## src/rtl/cpu_pkg.sv

```systemverilog
// rtl/cpu_pkg.sv - Shared types and encodings for the multi-cycle controller
package cpu_pkg;
    localparam int INSTR_W = 12;
    localparam int ADDR_W  = 4;
    localparam int RA_W    = 3;
    localparam int RET_W   = 8;

    typedef enum logic [2:0] {
        OP_STORE = 3'd0,
        OP_LOAD  = 3'd1,
        OP_ADD   = 3'd2,
        OP_SUB   = 3'd3,
        OP_ADDI  = 3'd4,
        OP_BEQ   = 3'd5,
        OP_NOP   = 3'd6,
        OP_HALT  = 3'd7
    } opcode_t;

    typedef enum logic [2:0] {
        S_IDLE,
        S_FETCH,
        S_EXEC,
        S_WB,
        S_HALTED
    } state_t;

    localparam logic PC_SEL_JUMP = 1'b0;
    localparam logic PC_SEL_INC  = 1'b1;
    localparam logic WR_SEL_ALU  = 1'b0;
    localparam logic WR_SEL_MEM  = 1'b1;
    localparam logic SRC_REG     = 1'b0;
    localparam logic SRC_IMM     = 1'b1;
    localparam logic ALU_ADD     = 1'b0;
    localparam logic ALU_SUB     = 1'b1;

    typedef struct packed {
        logic              pc_sel;
        logic              reg_wr_sel;
        logic              alu_src_sel;
        logic              alu_op;
        logic              rf_we;
        logic              m_we;
        logic              pc_ld;
        logic [RA_W-1:0]   ra1;
        logic [RA_W-1:0]   ra2;
        logic [RA_W-1:0]   wa;
        logic [RA_W-1:0]   cnst;
        logic [ADDR_W-1:0] m_addr;
        logic              is_load;
        logic              is_halt;
    } ctrl_t;
endpackage

```

## src/rtl/controller_fsm_if.sv

```systemverilog
// rtl/controller_fsm_if.sv - Controller to datapath / instruction memory signal bundle
interface controller_fsm_if;
    import cpu_pkg::*;

    logic               go;
    logic [INSTR_W-1:0] instr;
    logic               EQ;
    logic               PC_sel;
    logic               pc_ld;
    logic               reg_wr_sel;
    logic               ALU_src_sel;
    logic               RF_we;
    logic               ALU_op;
    logic [RA_W-1:0]    ra1;
    logic [RA_W-1:0]    ra2;
    logic [RA_W-1:0]    wa;
    logic [RA_W-1:0]    constant;
    logic               M_we;
    logic [ADDR_W-1:0]  M_addr;
    logic               busy;
    logic               halted;
    logic [RET_W-1:0]   retired;

    modport master (
        input  go, instr, EQ,
        output PC_sel, pc_ld, reg_wr_sel, ALU_src_sel, RF_we, ALU_op,
               ra1, ra2, wa, constant, M_we, M_addr, busy, halted, retired
    );

    modport slave (
        output go, instr, EQ,
        input  PC_sel, pc_ld, reg_wr_sel, ALU_src_sel, RF_we, ALU_op,
               ra1, ra2, wa, constant, M_we, M_addr, busy, halted, retired
    );
endinterface

```

## src/rtl/instr_decoder.sv

```systemverilog
// rtl/instr_decoder.sv - Combinational IR decode into a per-opcode control bundle
module instr_decoder
    import cpu_pkg::*;
(
    input  logic [INSTR_W-1:0] i_ir,
    input  logic               i_eq,
    output ctrl_t              o_ctrl
);
    opcode_t           w_op;
    logic [RA_W-1:0]   w_a;
    logic [RA_W-1:0]   w_b;
    logic [RA_W-1:0]   w_c;
    logic [ADDR_W-1:0] w_addr;

    assign w_op   = opcode_t'(i_ir[11:9]);
    assign w_a    = i_ir[8:6];
    assign w_b    = i_ir[5:3];
    assign w_c    = i_ir[2:0];
    assign w_addr = i_ir[3:0];

    // LOAD requests its register write and PC load here; the FSM defers both to WB.
    always_comb begin
        o_ctrl        = '0;
        o_ctrl.pc_sel = PC_SEL_INC;
        case (w_op)
            OP_STORE: begin
                o_ctrl.ra2    = w_a;
                o_ctrl.m_we   = 1'b1;
                o_ctrl.m_addr = w_addr;
                o_ctrl.pc_ld  = 1'b1;
            end
            OP_LOAD: begin
                o_ctrl.m_addr     = w_addr;
                o_ctrl.wa         = w_a;
                o_ctrl.reg_wr_sel = WR_SEL_MEM;
                o_ctrl.rf_we      = 1'b1;
                o_ctrl.pc_ld      = 1'b1;
                o_ctrl.is_load    = 1'b1;
            end
            OP_ADD, OP_SUB: begin
                o_ctrl.ra1         = w_b;
                o_ctrl.ra2         = w_c;
                o_ctrl.wa          = w_a;
                o_ctrl.reg_wr_sel  = WR_SEL_ALU;
                o_ctrl.alu_src_sel = SRC_REG;
                o_ctrl.alu_op      = (w_op == OP_SUB) ? ALU_SUB : ALU_ADD;
                o_ctrl.rf_we       = 1'b1;
                o_ctrl.pc_ld       = 1'b1;
            end
            OP_ADDI: begin
                o_ctrl.ra1         = w_b;
                o_ctrl.wa          = w_a;
                o_ctrl.alu_src_sel = SRC_IMM;
                o_ctrl.alu_op      = ALU_ADD;
                o_ctrl.cnst        = w_c;
                o_ctrl.rf_we       = 1'b1;
                o_ctrl.pc_ld       = 1'b1;
            end
            OP_BEQ: begin
                o_ctrl.ra1         = w_a;
                o_ctrl.ra2         = w_b;
                o_ctrl.alu_src_sel = SRC_REG;
                o_ctrl.alu_op      = ALU_SUB;
                o_ctrl.cnst        = w_c;
                o_ctrl.pc_sel      = i_eq ? PC_SEL_JUMP : PC_SEL_INC;
                o_ctrl.pc_ld       = 1'b1;
            end
            OP_NOP:  o_ctrl.pc_ld   = 1'b1;
            OP_HALT: o_ctrl.is_halt = 1'b1;
            default: ;
        endcase
    end
endmodule

```

## src/rtl/controller_fsm.sv

```systemverilog
// rtl/controller_fsm.sv - Multi-cycle FETCH/EXEC/WB sequencer for the 4-bit datapath
module controller_fsm
    import cpu_pkg::*;
(
    input logic              clk,
    input logic              reset,
    controller_fsm_if.master bus
);
    state_t             r_state;
    state_t             w_next;
    logic [INSTR_W-1:0] r_ir;
    logic [RET_W-1:0]   r_retired;
    logic               w_retire;
    ctrl_t              w_ctrl;

    instr_decoder u_dec (
        .i_ir   (r_ir),
        .i_eq   (bus.EQ),
        .o_ctrl (w_ctrl)
    );

    always_ff @(posedge clk) begin
        if (!reset) r_state <= S_IDLE;
        else        r_state <= w_next;
    end

    always_comb begin
        w_next = r_state;
        case (r_state)
            S_IDLE:   if (bus.go) w_next = S_FETCH;
            S_FETCH:  w_next = S_EXEC;
            S_EXEC: begin
                if (w_ctrl.is_load)      w_next = S_WB;
                else if (w_ctrl.is_halt) w_next = S_HALTED;
                else                     w_next = S_FETCH;
            end
            S_WB:     w_next = S_FETCH;
            S_HALTED: w_next = S_HALTED;
            default:  w_next = S_IDLE;
        endcase
    end

    always_comb begin
        bus.PC_sel      = PC_SEL_INC;
        bus.pc_ld       = 1'b0;
        bus.reg_wr_sel  = 1'b0;
        bus.ALU_src_sel = 1'b0;
        bus.RF_we       = 1'b0;
        bus.ALU_op      = 1'b0;
        bus.ra1         = '0;
        bus.ra2         = '0;
        bus.wa          = '0;
        bus.constant    = '0;
        bus.M_we        = 1'b0;
        bus.M_addr      = '0;
        bus.busy        = 1'b0;
        bus.halted      = 1'b0;
        bus.retired     = '0;
        if (reset) begin
            bus.retired = r_retired;
            case (r_state)
                S_FETCH: bus.busy = 1'b1;
                S_EXEC, S_WB: begin
                    bus.busy        = 1'b1;
                    bus.PC_sel      = w_ctrl.pc_sel;
                    bus.reg_wr_sel  = w_ctrl.reg_wr_sel;
                    bus.ALU_src_sel = w_ctrl.alu_src_sel;
                    bus.ALU_op      = w_ctrl.alu_op;
                    bus.ra1         = w_ctrl.ra1;
                    bus.ra2         = w_ctrl.ra2;
                    bus.wa          = w_ctrl.wa;
                    bus.constant    = w_ctrl.cnst;
                    bus.M_addr      = w_ctrl.m_addr;
                    bus.M_we        = w_ctrl.m_we;
                    bus.RF_we       = w_ctrl.rf_we & ~w_ctrl.is_load;
                    bus.pc_ld       = w_ctrl.pc_ld & ~w_ctrl.is_load;
                    if (r_state == S_WB) begin
                        bus.RF_we  = 1'b1;
                        bus.pc_ld  = 1'b1;
                        bus.PC_sel = PC_SEL_INC;
                    end
                end
                S_HALTED: bus.halted = 1'b1;
                default: ;
            endcase
        end
    end

    always_ff @(posedge clk) begin
        if (!reset)                  r_ir <= '0;
        else if (r_state == S_FETCH) r_ir <= bus.instr;
    end

    // Every EXEC except LOAD's retires (HALT retires as it enters HALTED); LOAD retires in WB.
    assign w_retire = ((r_state == S_EXEC) && !w_ctrl.is_load) || (r_state == S_WB);

    always_ff @(posedge clk) begin
        if (!reset)        r_retired <= '0;
        else if (w_retire) r_retired <= r_retired + RET_W'(1);
    end
endmodule

```

## src/flat_wrapper.sv

```systemverilog
// flat-port wrapper written by rule: the top's interface ports become plain ports
module controller_fsm_flat import cpu_pkg::*;
  (clk, reset, bus_go, bus_instr, bus_EQ, bus_PC_sel, bus_pc_ld, bus_reg_wr_sel, bus_ALU_src_sel, bus_RF_we, bus_ALU_op, bus_ra1, bus_ra2, bus_wa, bus_constant, bus_M_we, bus_M_addr, bus_busy, bus_halted, bus_retired);
  controller_fsm_if bus_i ();
  input logic clk;
  input logic reset;
  input wire logic [$bits(bus_i.go)-1:0] bus_go;
  input wire logic [$bits(bus_i.instr)-1:0] bus_instr;
  input wire logic [$bits(bus_i.EQ)-1:0] bus_EQ;
  output wire logic [$bits(bus_i.PC_sel)-1:0] bus_PC_sel;
  output wire logic [$bits(bus_i.pc_ld)-1:0] bus_pc_ld;
  output wire logic [$bits(bus_i.reg_wr_sel)-1:0] bus_reg_wr_sel;
  output wire logic [$bits(bus_i.ALU_src_sel)-1:0] bus_ALU_src_sel;
  output wire logic [$bits(bus_i.RF_we)-1:0] bus_RF_we;
  output wire logic [$bits(bus_i.ALU_op)-1:0] bus_ALU_op;
  output wire logic [$bits(bus_i.ra1)-1:0] bus_ra1;
  output wire logic [$bits(bus_i.ra2)-1:0] bus_ra2;
  output wire logic [$bits(bus_i.wa)-1:0] bus_wa;
  output wire logic [$bits(bus_i.constant)-1:0] bus_constant;
  output wire logic [$bits(bus_i.M_we)-1:0] bus_M_we;
  output wire logic [$bits(bus_i.M_addr)-1:0] bus_M_addr;
  output wire logic [$bits(bus_i.busy)-1:0] bus_busy;
  output wire logic [$bits(bus_i.halted)-1:0] bus_halted;
  output wire logic [$bits(bus_i.retired)-1:0] bus_retired;
  assign bus_i.go = bus_go;
  assign bus_i.instr = bus_instr;
  assign bus_i.EQ = bus_EQ;
  assign bus_PC_sel = bus_i.PC_sel;
  assign bus_pc_ld = bus_i.pc_ld;
  assign bus_reg_wr_sel = bus_i.reg_wr_sel;
  assign bus_ALU_src_sel = bus_i.ALU_src_sel;
  assign bus_RF_we = bus_i.RF_we;
  assign bus_ALU_op = bus_i.ALU_op;
  assign bus_ra1 = bus_i.ra1;
  assign bus_ra2 = bus_i.ra2;
  assign bus_wa = bus_i.wa;
  assign bus_constant = bus_i.constant;
  assign bus_M_we = bus_i.M_we;
  assign bus_M_addr = bus_i.M_addr;
  assign bus_busy = bus_i.busy;
  assign bus_halted = bus_i.halted;
  assign bus_retired = bus_i.retired;
  controller_fsm u_core (.clk(clk), .reset(reset), .bus(bus_i));
endmodule
```

## config.mk

```make
export PLATFORM = sky130hd
export DESIGN_NAME = controller_fsm_flat
export DESIGN_NICKNAME = d
export VERILOG_FILES = /design/src/rtl/cpu_pkg.sv /design/src/rtl/controller_fsm_if.sv /design/src/rtl/instr_decoder.sv /design/src/rtl/controller_fsm.sv /design/src/flat_wrapper.sv
export SDC_FILE = /design/constraint.sdc
export NUM_CORES = 1
export LEC_CHECK = 0
export CORE_MARGIN = 4
export CORE_UTILIZATION = 48
export CTS_CLUSTER_DIAMETER = 40
export DETAILED_ROUTE_END_ITERATION = 7
export PLACE_DENSITY = 0.81
export SYNTH_ARGS = -nofsm -noshare
export SYNTH_HDL_FRONTEND = slang
export SYNTH_SLANG_ARGS = --single-unit
```

## constraint.sdc

```tcl
create_clock -name clk -period 3.25 [get_ports clk]
set_input_delay 0.65 -clock clk [delete_from_list [all_inputs] [get_ports clk]]
set_output_delay 0.65 -clock clk [all_outputs]
set_load 0.02 [all_outputs]
```

Word level (Yosys, flattened, before mapping)
Index checks and enable logic that the tools add are counted.
W data, S select, Z words.

storage, ports and cells
  output and inout bits = 33
  input bits = 16
  register bits after elaboration = 23
  word-level logic and storage cells = 82

operators by class
  mux-type cells = 50
  equality and inequality tests = 12
  bitwise operators = 3
  add/sub/neg operators = 1
  reduce and logical (&&, ||, !) cells = 13

operators by type and width
  kind                   number
  $mux W3                13
  $mux W1                29
  $eq A3 B3 Y1 const B   5
  $pmux W3 S5            1
  $eq A3 B2 Y1 const B   4
  $mux W4                3
  $pmux W3 S3            1
  $add A8 B1 Y8 const B  1
  $mux W8                1
  $reduce_or A2 Y1       4
  $reduce_or A7 Y1       1
  $eq A3 B1 Y1 const B   2
  $logic_not A3 Y1       2
  $pmux W2 S3            1
  $pmux W3 S2            1
  $reduce_or A3 Y1       2
  $reduce_or A4 Y1       1
  $and A1 B1 Y1          2
  $ne A2 B2 Y1 const B   1
  $logic_and A1 B1 Y1    1
  $logic_not A1 Y1       1
  $logic_or A1 B1 Y1     1
  $not A1 Y1             1

Longest topological paths before layout
  depth in word-level cells = 7
  depth in mapped cells = 5
  depth with buffers taken out = 4

Hierarchy
Synthesis repeated with hierarchy kept, for this count alone.

second synthesis, totals
  cells, all modules = 183
  area, all modules = 1,512.7 µm²

by module, submodules not included
  module          times used  sequential area each (µm²)  area an instance (µm²)  cells an instance
  controller_fsm  1           460.4                       1,191.1                 140
  instr_decoder   1           0.0                         321.6                   43

Least setup slack after synthesis
No wires, ideal clock.

  path kind = input port to output port
  start = in reset
  end = out bus_pc_ld
  setup slack = 0.977 ns
  buffers on the path = 1
  cell stages on the path = 3
  arrival = 1.623 ns
  data required time = 2.600 ns
  path through = inv_1 > clkbuf_1 > nor4_1

on the way
  word-level cells in the longest chain between the ends = 1

RTL lines
  what         RTL line              text
  from (decl)  flat_wrapper.sv:6     input logic reset;
  $mux W1      controller_fsm.sv:59  if (reset) begin
  to (decl)    flat_wrapper.sv:11    output wire logic [$bits(bus_i.pc_ld)-1:0] bus_pc_ld;

No other way between the ends.

Worst setup path after layout
  start = in reset
  end = out bus_constant[0]

on the way
  word-level cells in the longest chain between the ends = 1

RTL lines
  what       RTL line              text
  $mux W3    controller_fsm.sv:59
  to (decl)  flat_wrapper.sv:19    output wire logic [$bits(bus_i.constant)-1:0] bus_constant;

No other way between the ends.

==> results.md <==
* Synth Warn # at 0
* # diodes at 0
* EDFF count, synth at 0
* Clk sinks at 23
* Syn avg cell area at 8.19 um2
* Setup_tns at 0 ns
* Hold Startpoint: u_core.r_retired[1]$_SDFFE_PN0P_
* Startpoint types: input pin
* Status: completed
* Via count at 1386
* CP Class: in -> out
* # hold bufs at CTS at 0
* Sw power at 151 uW
* Layout Area Growth over Synthesis at 36.1%
* Share of post-route cells with drive strength above 1 at 9.59%
* Core Box Area at 2810 um2
* Worst Setup SP: reset
* Tightest Hold Check Type: reg -> reg
* Top cell type's share of synthesized area at 32.3%
* Initial DRT Pass Iterations at 4
* Synth Area in XOR/XNOR at 0%
* DRT antenna net count at 0
* Cell taking the most area after synthesis: dfxtp_1
* Die width at 62.5 um
* Commonest non-fill, non-tap cells in the layout: clkdlybuf4s50_1 (48), nor2_1 (26), dfxtp_1 (22)
* Slew @ Worst Pin at 0.565 ns
* H-tree depth at 1
* Pwr/cell area at 280 nW/um2
* WP data arrival at 2.45 ns
* Comb pwr share at 17.6%
* Final wirelength at 3.52 mm
* Asr flop ratio synth at 0%
* Synthesized flop and latch total at 23
* Sequential area share after synthesis at 32.3%
* Die Y at 62.5 um
* Period minus WS final at 3.10 ns
* Slew Viols, Final at 0
* DP HPWL at 2.67 mm
* Initial core utilization at 50.8%
* Slowest cell on crit path: clkdlybuf4s50_1
* Clock slew at reported path FFs at 0.13 ns
* Adder-cell area share of the yosys netlist at 0.878%
* Leak at 0.680 nW
* Largest net degree at the start of global routing at 22
* Commonest non-fill, non-tap cell in the layout: clkdlybuf4s50_1
* Data required, critical path at 2.60 ns
* Period utilization at 95.4%
* Switching Share at 27.8%
* Mux cell area share after synthesis at 12.4%
* Internal power at 392 uW
* Post-synth top flop: dfxtp_1
* Setup Viol. Count Final at 0
* Number of fill cells at 240
* Clock latency on the worst-skew pair at 0.30 ns
* Worst path max stage delay at 0.60 ns
* Max Cap Viol at 0
* VDD IR max at 0.000168 V
* Clk pwr share at 24.0%
* Post-synthesis cell area at 1430 um2
* Routed WL per cell at 14.1 um
* # DRC at 0
* Drt initial violations at 91
* Reg2reg start: u_core.r_ir[10]$_SDFFE_PN0N_
* FMAX at 322 MHz
* Top post-synthesis cells by area: dfxtp_1 (32%), mux2i_1 (8.4%), and2_1 (7.9%)
* Initial antenna violation count at 0
* Post-synthesis compound-gate area fraction at 9.48%
* TritonCTS buffer count at 3
* Vias/cell at 5.54
* Routability cong. at 0.868
* Syn_nets at 191
* Die ar. at 3910 um2
* Largest family of logic cells by synthesized area: simple AND/OR/NAND/NOR gates
* GRT Overall Usage at 18.9%
* Port-buffer cells at 48
* CTS root buf: clkbuf_4
* RSZ-0062 raised after global routing: false
* Crit path max fanout at 10
* Sequential share of power at 58.4%
* Clk_skew at 0.00436 ns
* CTS tree: done
* Synth Area in Simple Gates at 39.7%
* CP delay by family, top: buffers and inverters
* Num rows at 19
* NumNets Final at 237
* Cells along the critical path: clkdlybuf4s50_1 > nand3b_1 > buf_4 > nor2_1 > and2_1 > clkdlybuf4s50_1
* Final Core Density at 69.1%
* Ports at 49
* Worst path bufs/invs at 3
* Global route overflow at 0
* Max-slew headroom at 62.3%
* CP most frequent cell: clkdlybuf4s50_1
* Clock Path Buffers at 2
* Vias in the first global route at 1389
* First-pass GRT wire length at 6.18 mm
* Yosys cell types at 36
* CP endpoint kind: output pin
* Synth Instances at 174
* Hold Vio Cnt, Final at 0
==> cell usage after synthesis (3+ instances only) <==
cell type / n
nand2b_1: 6
nand2_1: 6
nor3b_1: 3
a21o_1: 3
nand3b_1: 3
mux2_2: 3
nor2_1: 26
dfxtp_1: 23
clkbuf_1: 4
nand3_1: 8
a21oi_1: 12
o21ai_0: 9
mux2i_1: 12
and2_1: 18
nor3_1: 7
buf_2: 3
or3b_2: 3
==> cell type report <==
cell class	count	area (um2)	share of cell area, %
Inverter	1	3.75	0.194
Clock buffer	3	22.5	1.16
Timing Repair Buffer	53	518	26.7
Sequential cell	23	462	23.8
Tap cell	31	38.8	2.00
Clock inverter	1	5.00	0.258
Multi-Input combinational cell	138	890	45.9
==> worst paths after layout <==
path / endpoint / slack, ns / depth (start not counted)
setup / recovery: bus_constant[0] / 0.15 / 6
setup reg to reg: u_core.r_retired[7]$_SDFFE_PN0P_ / 1.55 / 4
hold reg to reg: u_core.r_retired[1]$_SDFFE_PN0P_ / 0.55 / 2
hold / removal: u_core.r_retired[1]$_SDFFE_PN0P_ / 0.55 / 2
==> flip-flops by register name, indices dropped and copies added, names as in the netlist <==
| signal | count |
|---|---|
| u_core.r_ir | 12 |
| u_core.r_state | 3 |
| u_core.r_retired | 8 |
==> metal layers <==
metal / vias to the layer above / wire length, um / track usage, %
met2: 46 / 1730 / 32.0
met5: - / 0 / 0
met3: 2 / 247 / 5.94
li1: 693 / - / -
met1: 645 / 1520 / 21.9
met4: 0 / 21 / 7.71
==> logic make-up (layout without fill, tap and decap cells) <==
kind of cell	Yosys count	after routing
buffers and inverters	13	58
muxes	17	17
adders and majority gates	1	1
AOI/OAI and AO/OA	25	25
DFF	23	23
and+or+nand+nor	95	95
==> power groups by stage <==
| stage | combinational [mW] | sequential [mW] | clock (mW) |
|---|---|---|---|
| floorplan | 0.0732 | 0.308 | 0 |
| global placement | 0.0930 | 0.322 | 0 |
| detailed placement | 0.0955 | 0.323 | 0 |
| CTS | 0.0960 | 0.317 | 0.136 |
| global route | 0.105 | 0.320 | 0.151 |
| finish | 0.0953 | 0.317 | 0.130 |
==> metrics by stage <==
step / std cells / setup slack (ns) / hold WS (ns) / instance area [um2] / power [mW]
after floorplan: 174 / 0.977 / 0.476 / 1430 / 0.381
after global placement: 246 / 0.161 / 0.494 / 1910 / 0.415
after detailed placement: 246 / 0.157 / 0.524 / 1910 / 0.418
after CTS: 250 / 0.134 / 0.543 / 1940 / 0.549
after global routing: 250 / 0.00189 / 0.589 / 1940 / 0.576
final: 250 / 0.149 / 0.546 / 1940 / 0.543
==> timing repair <==
action | CTS | global route
buffers inserted | 0 | 0
endpoints found under the setup margin | 0 | 3
resized for setup | 0 | 1
==> worst min-delay path: cells and delay by family, from the launching register on <==
family / cells / cell delay (ns)
flip-flops: 1 / 0.36
AO/OA/AOI/OAI: 2 / 0.16
Note: power is estimated with default switching activity, not from simulation.
